[config.mk]
export PLATFORM = sky130hd
export DESIGN_NAME = edge_pack_writer
export DESIGN_NICKNAME = d
export VERILOG_FILES = /design/src/rtl/edge_pack_writer.sv
export SDC_FILE = /design/constraint.sdc
export NUM_CORES = 1
export LEC_CHECK = 0
export ABC_AREA = 1
export CAP_MARGIN = 20
export CORE_ASPECT_RATIO = 1.4
export CORE_MARGIN = 3
export CORE_UTILIZATION = 56
export DETAILED_ROUTE_END_ITERATION = 10
export HOLD_SLACK_MARGIN = 0.02
export PLACE_DENSITY = 0.84
export SETUP_SLACK_MARGIN = 0.5
export SLEW_MARGIN = 20
export SYNTH_ARGS = -nofsm -noshare
export SYNTH_HDL_FRONTEND = slang
export SYNTH_SLANG_ARGS = --single-unit
[constraint.sdc]
create_clock -name clk -period 3.63 [get_ports clk]
set_input_delay 0.726 -clock clk [delete_from_list [all_inputs] [get_ports clk]]
set_output_delay 0.726 -clock clk [all_outputs]
set_load 0.03 [all_outputs]
[src/rtl/edge_pack_writer.sv]
// Packs raster-ordered 1-bit Sobel edge decisions into 16-bit words and writes them to the
// edge frame buffer. It also tracks frame completion, the per-frame edge count and sequence errors.
//
//   state    | meaning
//   S_IDLE   | waiting for pixel (0,0); accepted pixels are discarded
//   S_ACTIVE | packing a frame, expecting the next raster coordinate
module edge_pack_writer #(
    parameter int H_RES  = 320,
    parameter int V_RES  = 240,
    parameter int ADDR_W = 13
) (
    input  logic              clk,
    input  logic              reset,
    input  logic              i_valid,
    input  logic [9:0]        i_x,
    input  logic [9:0]        i_y,
    input  logic              i_edge,
    input  logic              i_err_clr,
    output logic              o_we,
    output logic [ADDR_W-1:0] o_waddr,
    output logic [15:0]       o_wdata,
    output logic              o_frame_done,
    output logic [16:0]       o_edge_count,
    output logic              o_busy,
    output logic              o_err_seq
);

    localparam logic [9:0] X_LIM  = 10'(H_RES);
    localparam logic [9:0] Y_LIM  = 10'(V_RES);
    localparam logic [9:0] X_LAST = 10'(H_RES - 1);
    localparam logic [9:0] Y_LAST = 10'(V_RES - 1);
    localparam int         WPL    = H_RES / 16;

    typedef enum logic {S_IDLE, S_ACTIVE} state_t;

    state_t              r_state;
    logic [9:0]          r_exp_x;
    logic [9:0]          r_exp_y;
    logic [15:0]         r_shift;
    logic [16:0]         r_count;
    logic                r_we;
    logic [ADDR_W-1:0]   r_waddr;
    logic [15:0]         r_wdata;
    logic                r_frame_done;
    logic [16:0]         r_edge_count;
    logic                r_err_seq;

    state_t              w_state_n;
    logic [9:0]          w_exp_x_n;
    logic [9:0]          w_exp_y_n;
    logic [15:0]         w_shift_n;
    logic [16:0]         w_count_n;
    logic [15:0]         w_word;
    logic [16:0]         w_count_sum;
    logic [ADDR_W-1:0]   w_addr;
    logic                w_acc;
    logic                w_origin;
    logic                w_match;
    logic                w_pack;
    logic                w_restart;
    logic                w_err_set;
    logic                w_emit;
    logic                w_last;

    assign w_acc    = i_valid && (i_x < X_LIM) && (i_y < Y_LIM);
    assign w_origin = (i_x == 10'd0) && (i_y == 10'd0);
    assign w_match  = (i_x == r_exp_x) && (i_y == r_exp_y);
    assign w_addr   = ADDR_W'(i_y) * ADDR_W'(WPL) + ADDR_W'(i_x[9:4]);

    always_comb begin
        w_state_n   = r_state;
        w_exp_x_n   = r_exp_x;
        w_exp_y_n   = r_exp_y;
        w_shift_n   = r_shift;
        w_count_n   = r_count;
        w_pack      = 1'b0;
        w_restart   = 1'b0;
        w_err_set   = 1'b0;

        if (w_acc) begin
            case (r_state)
                S_IDLE: begin
                    if (w_origin) begin
                        w_pack    = 1'b1;
                        w_restart = 1'b1;
                        w_state_n = S_ACTIVE;
                    end
                end
                S_ACTIVE: begin
                    if (w_match) begin
                        w_pack = 1'b1;
                    end else if (w_origin) begin
                        w_pack    = 1'b1;
                        w_restart = 1'b1;
                        w_err_set = 1'b1;
                    end else begin
                        w_err_set = 1'b1;
                        w_state_n = S_IDLE;
                    end
                end
                default: w_state_n = S_IDLE;
            endcase
        end

        // A fresh word starts at bit 0, so stale bits never leak across words or frames
        w_word              = (i_x[3:0] == 4'd0) ? 16'h0000 : r_shift;
        w_word[i_x[3:0]]    = i_edge;
        w_count_sum         = (w_restart ? 17'd0 : r_count) + {16'd0, i_edge};
        w_last              = w_pack && (i_x == X_LAST) && (i_y == Y_LAST);
        w_emit              = w_pack && (i_x[3:0] == 4'hF);

        if (w_pack) begin
            w_shift_n = w_word;
            w_count_n = w_count_sum;
            if (i_x == X_LAST) begin
                w_exp_x_n = 10'd0;
                w_exp_y_n = i_y + 10'd1;
            end else begin
                w_exp_x_n = i_x + 10'd1;
                w_exp_y_n = i_y;
            end
            if (w_last)
                w_state_n = S_IDLE;
        end
    end

    always_ff @(posedge clk or posedge reset) begin
        if (reset) begin
            r_state      <= S_IDLE;
            r_exp_x      <= '0;
            r_exp_y      <= '0;
            r_shift      <= '0;
            r_count      <= '0;
            r_we         <= 1'b0;
            r_waddr      <= '0;
            r_wdata      <= '0;
            r_frame_done <= 1'b0;
            r_edge_count <= '0;
            r_err_seq    <= 1'b0;
        end else begin
            r_state      <= w_state_n;
            r_exp_x      <= w_exp_x_n;
            r_exp_y      <= w_exp_y_n;
            r_shift      <= w_shift_n;
            r_count      <= w_count_n;
            r_we         <= w_emit;
            r_frame_done <= w_last;
            if (w_emit) begin
                r_waddr <= w_addr;
                r_wdata <= w_word;
            end
            if (w_last)
                r_edge_count <= w_count_sum;
            // set has priority over clear
            r_err_seq    <= w_err_set | (r_err_seq & ~i_err_clr);
        end
    end

    assign o_we         = r_we;
    assign o_waddr      = r_waddr;
    assign o_wdata      = r_wdata;
    assign o_frame_done = r_frame_done;
    assign o_edge_count = r_edge_count;
    assign o_busy       = (r_state == S_ACTIVE);
    assign o_err_seq    = r_err_seq;

endmodule

==> summary.txt <==
Clock network
  • Buffers from clock root to sink, at most: 2
  • Num CTS Buffers: 9
  • TritonCTS clock tree: yes
  • Number of levels in the clock H-tree: 3
  • Sinks on Clock Net: 102
  • Clk_lat worst skew: roughly 0.35 ns
  • Clock tree root driver cell: clkbuf_16
  • CTS clk-pin slew, worst paths: approximately 0.070 ns
  • CTS Hold Bufs: 0

Die
  • Rows: 44
  • Core region area: about 10000 um^2
  • Total I/O pin count: 75
  • Die Height: 129 um
  • Die width: about 94 um
  • Full die area: approximately 12000 um^2
  • Effective utilization at floorplan: about 58%

Route
  • Count of antenna-violating nets left after detailed routing: 0
  • Remaining design rule violation count: 0
  • Vias: 5399
  • Via density: roughly 5.4
  • Routed length per placed instance: roughly 15 um
  • Routed WL: 14800 um
  • First-pass detailed-route iteration total: 5
  • DRC marker count from the first detailed-route iteration: 376

Power
  • Worst vdd ir: approximately 0.00025 V
  • Power per unit of standard cell area: 328 nW/um^2
  • Sw Pwr: roughly 630 uW
  • Part of the power in combinational logic: 13.3%
  • Share of total power in the clock network: between 30% and 40%
  • Internal Pwr Total: 1800 uW
  • Sw Share: between 20% and 30%
  • Relative contribution of sequential cells to total power: about 47%
  • Leak: ~0.0036 uW

Timing
  • Accumulated negative setup slack: 0 ns
  • Final critical path time including I/O delays and setup: approximately 3.1 ns
  • Final hold violation count: 0
  • Crit share post-route: a little under nine tenths
  • Slew of the pin with the lowest slew margin: slightly below 0.9 ns
  • Post-route setup slack: around 0.51 ns
  • RSZ-0062 raised after global routing: false
  • Slew HR: 41.5%
  • Final Skew: ~0.0044 ns
  • Maximum clock frequency: between 300 and 400 MHz
  • Final Setup Violations: 0
  • Number of max-slew violations in the final report: 0

Global route
  • Gr usage total: approximately 26%
  • Total congestion overflow after global routing: 0
  • Initial antenna violation count: 0
  • Wire length of the first global-routing pass: 25000 um
  • Vias in the first global route: 5441
  • Largest net degree at the start of global routing: 48

Logic synthesis
  • Cell type contributing the most total cell area after synthesis: dfrtp_1
  • Largest cells by area after synthesis: dfrtp_1 (42%), nand2_1 (14%), ha_1 (5.6%)
  • Most common library cells after synthesis: nand2_1 (222), dfrtp_1 (102), inv_1 (77)
  • Ys Warns: 0
  • Number of flops mapped to enable cells by yosys: 0
  • Share of flip-flops with an asynchronous set or reset after synthesis: between 90% and 100%
  • Post-Synthesis Mean Instance Area: 7.80 um^2
  • Post-synthesis instance area: about 6000 um^2
  • Sequential area share after synthesis: around 42%
  • Most instantiated library cell after synthesis: nand2_1
  • Synth Flop Type: dfrtp_1
  • Synthesized flop and latch total: about 100
  • Net Count, Synth: approximately 830
  • Fraction of synthesized cell area taken by the top area cell type: between 40% and 50%
  • Post-synthesis instance total: between 700 and 800
  • Number of library cell types mapped by synthesis: 39

Outcome
  • Outcome: finished clean

Finish
  • Final net count: 911
  • Final standard cell count with taps included and fillers excluded: 1000
  • Final core utilization: a little over 70%
  • Antenna Diode Count: 0
  • Share of cells above drive strength 1: a little under an eighth
  • Syn-to-layout area delta: 22.6%
  • Cell area after layout: 7400 um^2

Place
  • DP Worst Slack: just over 0.04 ns
  • Weighted congestion reported at the end of routability-driven placement: roughly 0.93
  • Placed cell count: 979
  • # port buffers: 74
  • Placed cell areas: roughly 7000 um^2
  • HPWL reported at the end of detailed placement: 10600 um

Critical path
  • Cell with the largest stage delay on the worst path: clkdlybuf4s50_1
  • Critical Path Max Stage Delay: about 0.48 ns
  • Endpoint required time on the critical path: 3.87 ns
  • Crit path cell chain: clkdlybuf4s50_1 > ha_1 > inv_1 > fa_2 > o211ai_1 > xor2_1 > or3_4 > nor2_1 > nand2_1 > xor2_1 > nand3_1 > nand2_1
  • Highest net fanout along the worst path: 3
  • Critical setup path kind: input pin to flop
  • Data arrival at the endpoint of the critical path: about 3.4 ns
  • Largest delay contributor family on the critical path: adder cells
  • Crit start category: input pin
  • Worst setup EP type: flop
  • Count of buffer and inverter cells on the critical path: 2

Worst hold path
  • Hold crit path type: flop to flop

Flow run
  • Max-cap violation count: 0
[power by group through the flow]
stage	Combinational, uW	Sequential [uW]	Clock, uW
global placement	279	1160	0
global route	356	1140	1020
detailed placement	288	1160	0
floorplan	186	1160	0
finish	324	1140	967
CTS	296	1140	976
[what timing repair did]
action	in CTS	in global routing
endpoints found under the hold margin	0	0
gates cloned	0	0
setup endpoints to repair	13	58
pin swaps	1	8
buffers inserted	0	5
gates resized for setup	5	22
[worst min-delay path, cell delays in order (launching register included)]
cell	delay (ns)
dfrtp_1	0.34
nand2_1	0.05
nand2_1	0.05
[layout by cell type, fill, tap and decap left out, types with 4 or more instances in the layout]
cell type          n
nand3_1           45
nor3_1             4
nor2_1            51
clkdlybuf4s50_1   62
inv_1             74
a21oi_1           12
nor2_2             9
dfrtp_1          102
inv_2             17
nand2_1          222
clkbuf_16          9
nor2_4             5
nand2_2            8
xor2_1            30
nand3_2            5
buf_4             20
nand4_1            8
ha_1              23
o21ai_0           65
o21ai_1           25
dlymetal6s2s_1    10
xnor2_1            8
[stage by stage]
stage          total power [uW]  hold slack, ns
3_5_place_dp               1450           0.467
2_1_floorplan              1340           0.448
4_1_cts                    2410           0.485
3_3_place_gp               1440           0.462
6_report                   2430           0.478
5_1_grt                    2510           0.513
[registers in the layout, indices dropped and copies added (netlist names)]
name,flops
o_we,1
o_edge_count,17
o_frame_done,1
o_err_seq,1
r_exp_x,10
o_wdata,16
r_shift,15
o_waddr,13
o_busy,1
r_exp_y,10
r_count,17
[metal layers]
layer / part of all wire [%] / vias to the layer above / track usage, %
met5: 0 / - / 0
met4: 3.1 / 0 / 12.0
met3: 3.7 / 34 / 3.98
met2: 53 / 163 / 44.5
met1: 40 / 2573 / 31.6
li1: - / 2629 / -
[cell type report]
type	instances	area, um^2
inverter	93	353
multi-input combinational	554	3050
clock inverter	5	58.8
timing repair buffer	97	973
clock buffer	11	233
fill	792	3060
tap	138	173
sequential	102	2550
[final timing paths]
check / start / endpoint / slack [ns] / depth (start not counted)
max in group asynchronous: reset / o_wdata[13] / 2.09 / 3
setup reg to reg: r_exp_x[2] / o_edge_count[15] / 1.21 / 16
hold / removal: o_edge_count[5] / o_edge_count[5] / 0.48 / 2
setup / recovery: i_y[4] / o_waddr[12] / 0.51 / 12
min in group asynchronous: reset / r_shift[13] / 0.90 / 2
hold reg to reg: o_edge_count[5] / o_edge_count[5] / 0.48 / 2
[cells by family (layout without fill, tap and decap cells)]
kind of cell	count (synthesis)	count (layout)	synth area share, %
flip-flops	102	102	42.3
buffers and inverters	118	206	8.27
adder cells (fa/ha/maj)	29	29	6.26
AO/OA/AOI/OAI	116	116	10.2
XOR/XNOR	40	40	5.81
AND/OR/NAND/NOR	369	369	27.1
(Power assumes the default switching activity.)
